`src/rtl/mem_pkg.sv`:
```
// mem_pkg: shared MemOp codes, FSM states and counter sizing for the memory stage.
package mem_pkg;
  localparam logic [2:0] MEMOP_W  = 3'd0;
  localparam logic [2:0] MEMOP_H  = 3'd1;
  localparam logic [2:0] MEMOP_HU = 3'd2;
  localparam logic [2:0] MEMOP_B  = 3'd3;
  localparam logic [2:0] MEMOP_BU = 3'd4;
  typedef enum logic [1:0] {ST_IDLE, ST_WAIT, ST_DONE} state_t;
  function automatic int cnt_width(input int timeout);
    return (timeout < 2) ? 1 : $clog2(timeout + 1);
  endfunction
endpackage

```
`src/rtl/mem_lane_align.sv`:
```
// mem_lane_align: store lane replication/byte enables, load lane extraction and alignment check.
module mem_lane_align
  import mem_pkg::*;
(
  input  logic [2:0]  op,
  input  logic [1:0]  off,
  input  logic        store,
  input  logic [31:0] wd,
  input  logic [2:0]  ld_op,
  input  logic [1:0]  ld_off,
  input  logic [31:0] rdata,
  output logic [3:0]  be,
  output logic [31:0] wdata,
  output logic [31:0] ldata,
  output logic        bad
);
  logic is_b, is_h;
  logic [31:0] sh;
  logic [7:0] b;
  logic [15:0] h;
  always_comb begin
    is_b = op == MEMOP_B || op == MEMOP_BU;
    is_h = op == MEMOP_H || op == MEMOP_HU;
    bad = op > MEMOP_BU || (op == MEMOP_W && off != 2'b00) || (is_h && off[0]);
    be = (!store || op == MEMOP_W) ? 4'hf : is_h ? (off[1] ? 4'hc : 4'h3) : 4'b0001 << off;
    wdata = is_b ? {4{wd[7:0]}} : is_h ? {2{wd[15:0]}} : wd;
    sh = rdata >> {ld_off, 3'b000};
    b = sh[7:0];
    h = ld_off[1] ? rdata[31:16] : rdata[15:0];
    ldata = ld_op == MEMOP_B  ? {{24{b[7]}}, b} :
            ld_op == MEMOP_BU ? {24'b0, b} :
            ld_op == MEMOP_H  ? {{16{h[15]}}, h} :
            ld_op == MEMOP_HU ? {16'b0, h} : rdata;
  end
endmodule

```
`src/rtl/mem_access_unit.sv`:
```
// mem_access_unit: MEM-stage req/ack controller with pipeline stall, lane steering and load extension.
module mem_access_unit
  import mem_pkg::*;
#(
  parameter int TIMEOUT = 255
) (
  input  logic        clk,
  input  logic        rst,
  input  logic        MemRead_M,
  input  logic        MemWrite_M,
  input  logic [2:0]  MemOp_M,
  input  logic [31:0] result_M,
  input  logic [31:0] wd_M,
  output logic [31:0] dout,
  output logic        stall_M,
  output logic        addr_err_M,
  output logic        bus_err_M,
  output logic        mem_req,
  output logic        mem_we,
  output logic [3:0]  mem_be,
  output logic [31:0] mem_addr,
  output logic [31:0] mem_wdata,
  input  logic [31:0] mem_rdata,
  input  logic        mem_ack
);
  localparam int CW = cnt_width(TIMEOUT);
  state_t state, nxt;
  logic [CW-1:0] cnt;
  logic [2:0] op_q;
  logic [1:0] off_q;
  logic [3:0] be;
  logic [31:0] wdata, ldata;
  logic bad, access, timeout;
  mem_lane_align u_align (
    .op(MemOp_M), .off(result_M[1:0]), .store(MemWrite_M), .wd(wd_M),
    .ld_op(op_q), .ld_off(off_q), .rdata(mem_rdata),
    .be(be), .wdata(wdata), .ldata(ldata), .bad(bad)
  );
  always_comb begin
    addr_err_M = (MemRead_M && MemWrite_M) || ((MemRead_M || MemWrite_M) && bad);
    access = (MemRead_M || MemWrite_M) && !addr_err_M;
    // cnt counts completed ack-less WAIT cycles, so this fires on the TIMEOUT-th one
    timeout = state == ST_WAIT && !mem_ack && cnt == CW'(TIMEOUT - 1);
    stall_M = (state == ST_IDLE && access) || state == ST_WAIT;
    nxt = state == ST_IDLE ? (access ? ST_WAIT : ST_IDLE) :
          state == ST_WAIT ? ((mem_ack || timeout) ? ST_DONE : ST_WAIT) : ST_IDLE;
  end
  always_ff @(posedge clk) begin
    if (rst) begin
      state <= ST_IDLE;
      cnt <= '0;
      op_q <= '0;
      off_q <= '0;
      dout <= '0;
      bus_err_M <= 1'b0;
      mem_req <= 1'b0;
      mem_we <= 1'b0;
      mem_be <= '0;
      mem_addr <= '0;
      mem_wdata <= '0;
    end else begin
      state <= nxt;
      bus_err_M <= timeout;
      if (state == ST_IDLE && access) begin
        mem_req <= 1'b1;
        mem_we <= MemWrite_M;
        mem_be <= be;
        mem_addr <= {result_M[31:2], 2'b00};
        mem_wdata <= wdata;
        op_q <= MemOp_M;
        off_q <= result_M[1:0];
        cnt <= '0;
      end
      if (state == ST_WAIT) begin
        if (mem_ack || timeout) begin
          mem_req <= 1'b0;
          if (!mem_we) dout <= mem_ack ? ldata : 32'd0;
        end else cnt <= cnt + 1'b1;
      end
    end
  end
endmodule

```
`config.mk`:
```
export PLATFORM = sky130hd
export DESIGN_NAME = mem_access_unit
export DESIGN_NICKNAME = d
export VERILOG_FILES = /design/src/rtl/mem_pkg.sv /design/src/rtl/mem_lane_align.sv /design/src/rtl/mem_access_unit.sv
export SDC_FILE = /design/constraint.sdc
export NUM_CORES = 1
export LEC_CHECK = 0
export BUFFER_PORTS_ARGS = -buffer_cell sky130_fd_sc_hd__buf_2
export CAP_MARGIN = 20
export CORE_MARGIN = 2
export CORE_UTILIZATION = 51
export CTS_BUF_LIST = sky130_fd_sc_hd__clkbuf_4 sky130_fd_sc_hd__clkbuf_8
export DETAILED_ROUTE_END_ITERATION = 16
export MAX_ROUTING_LAYER = met4
export PLACE_DENSITY = 0.82
export SLEW_MARGIN = 25
export SYNTH_ARGS = -nofsm -noshare
export SYNTH_HDL_FRONTEND = slang
export SYNTH_SLANG_ARGS = --single-unit
export TNS_END_PERCENT = 30
```
`constraint.sdc`:
```
create_clock -name clk -period 2.6 [get_ports clk]
set_input_delay 0.39 -clock clk [delete_from_list [all_inputs] [get_ports clk]]
set_output_delay 0.39 -clock clk [all_outputs]
set_load 0.005 [all_outputs]
```
==> metrics.yaml <==
path_class: "flip-flop to primary output"
grt_first_pass_wirelength_um: 27600
status: "completed"
post_cts_buffers: 0
yosys.area_share.simple: 0.110
worstMarginPinSlew_ns: 0.816
first_global_vias: 5539
layout-drive-gt1-share: 0.339
grt_use_total: 0.303
cts.path.max_buffers: 2
synth-edff-count: 0
dieArea_um2: 12000
finalSetupTns_ns: 0
fin_crit_sh: 0.852
setup_slack_ns: 0.384
area_growth_pct: 25.1
use_met1: 0.389
synth_top_family_by_area: "compound AO/OA/AOI/OAI gates"
period_needed_ns: 2.22
crit_fanout: 23
cts_resized: 0
use_met2: 0.454
ys.flop_type: "dfxtp_1"
antenna_cells: 0
synthCells: 632
core_area_um2: 10800
critPathCaptureType: "primary output"
path_clk_slew_ns: 0.07
layout.cells.non_filler: 960
clk-insertion-delay-late_ns: 0.43
die-width_um: 109
wl_per_cell_um: 18.5
mostFrequentLayoutCell: "buf_2"
post_synth_fa_ha_maj_area_fraction: 0.00795
dieHeight_um: 109
cts-buffers-inserted: 17
ys.warnings.count: 0
fillers: 911
post-dp-hpwl_um: 12600
rsz0062_at_grt: "no"
netlist_area_um2: 5670
fmaxAchievable_ghz: 0.451
final_util: 0.654
synth.area.mux_share: 0.0729
port-buffer-count: 206
grt_max_degree: 63
cp.arrival_ns: 1.83
vias_per_cell: 6.24
setup_viol: 0
rrSetupSlack_ns: 0.64
dr_total_vias: 5991
required_ns: 2.21
finalHoldWorstSlack_ns: 0.201
ys_types: 59
cts_root_buf: "clkbuf_8"
ant_nets: 0
start_util: 0.523
clkSinkCount: 116
layout_common_cells: "206 x buf_2, 116 x dfxtp_1, 107 x a21oi_1"
max_cap_violations: 0
slew-limit-headroom: 0.452
synth_compound_area_frac: 0.337
hold_class: "input pin to flip-flop"
syn_area_per_cell_um2: 8.96
gp_congestion: 0.916
antenna_found_initial: 0
placementRows: 38
synth_xor_area_frac: 0.00618
drt_iter0_drc: 481
hold_viol: 0
yosysSeqAreaShare: 0.410
drc: 0
ys_ff_latch: 116
cts_tree: "yes"
dp_cells: 931
pre_cts_ws_ns: 0.388
finalClockSkew_ns: 0.0113
busiest_layer: "met2"
overflow: 0
finalMaxSlewViolations: 0
met3_usage: 0.0759
num_io_pins: 209
cts_max_level: 4
async_flop_share: 0
peakVddDrop_uv: 341
fin_nets: 916
cp-start-kind: "flip-flop"
holdBufCountCts: 0
first_pass_iters: 8
p_leak_nw: 2.97
power_density_nw_per_um2: 608
routed_wl_um: 17800
path summary, 6_finish.rpt:
path,cells after the start,endpoint,startpoint
max reg2reg,5,dout[7]$_SDFFE_PP0P_,op_q[2]$_SDFFE_PP0P_
min,2,bus_err_M$_SDFF_PP0_,mem_ack
max,4,stall_M,state[0]$_SDFF_PP0_
min reg2reg,1,dout[24]$_SDFFE_PP0P_,dout[24]$_SDFFE_PP0P_
synth_stat cells (all sizes together), types with 5 or more instances:
| cell type | count | area [µm²] |
|---|---|---|
| a211oi | 12 | 95.1 |
| a21oi | 107 | 536 |
| a222oi | 8 | 80.1 |
| a22o | 16 | 140 |
| a2bb2oi | 7 | 61.3 |
| a311oi | 19 | 166 |
| and2 | 5 | 31.3 |
| and3 | 10 | 62.6 |
| buf | 19 | 116 |
| clkbuf | 49 | 184 |
| dfxtp | 116 | 2320 |
| mux2 | 10 | 116 |
| mux2i | 9 | 90.1 |
| mux4 | 8 | 206 |
| nand2 | 16 | 60.1 |
| nand2b | 5 | 31.3 |
| nand3 | 56 | 280 |
| nor2 | 6 | 32.5 |
| nor3 | 7 | 35.0 |
| o211ai | 10 | 75.1 |
| o21ai | 66 | 334 |
| o2bb2ai | 31 | 272 |
per-stage QoR:
step,total power [mW],area [µm²]
after floorplan,2.49,5670
after CTS,4.32,7090
after global placement,2.81,6750
after detailed placement,2.85,6750
after global routing,4.50,7090
final,4.31,7090
power by group:
part | total (mW) | switching, mW | leakage [nW] | internal, mW
clock network | 1.49 | 0.679 | 0.182 | 0.809
registers | 1.95 | 0.0677 | 0.945 | 1.89
logic | 0.871 | 0.512 | 1.84 | 0.359
total | 4.31 | 1.26 | 2.97 | 3.06
area by class of cell:
| class | count | area [µm²] | share of cell area |
|---|---|---|---|
| multi-input cells | 444 | 3040 | 0.428 |
| flip-flops and latches | 116 | 2320 | 0.328 |
| repair buffers | 226 | 1190 | 0.168 |
| clock buffers | 23 | 285 | 0.0402 |
| well taps | 140 | 175 | 0.0247 |
| clock inverters | 6 | 57.6 | 0.00812 |
| inverters | 5 | 18.8 | 0.00265 |
layer usage:
layer / routed length [µm] / up-vias / part of all wire
li1: - / 2794 / -
met1: 7430 / 2846 / 0.42
met2: 8320 / 304 / 0.47
met3: 1440 / 47 / 0.081
met4: 604 / 0 / 0.034
met5: 0 / - / 0
worst max-delay path, cell delays in order (launching register included):
cell     delay (ns)
dfxtp_1        0.32
nor2_1         0.13
nand2_1        0.41
o21ai_0        0.35
buf_2          0.18
kinds of logic after synthesis:
group	after synthesis
flip-flops	116
buffers and inverters	73
AO/OA/AOI/OAI	292
other	1
AND/OR/NAND/NOR	115
XOR/XNOR	4
multiplexers	27
adder cells (fa/ha/maj)	4
flip-flops by register name, summed over array words and instances, names as in the netlist:
register,cells
dout,32
mem_wdata,32
mem_addr,30
cnt,8
mem_be,4
op_q,3
off_q,2
state,2
bus_err_M,1
mem_req,1
mem_we,1
No activity file was read; power rests on OpenSTA's default activity.
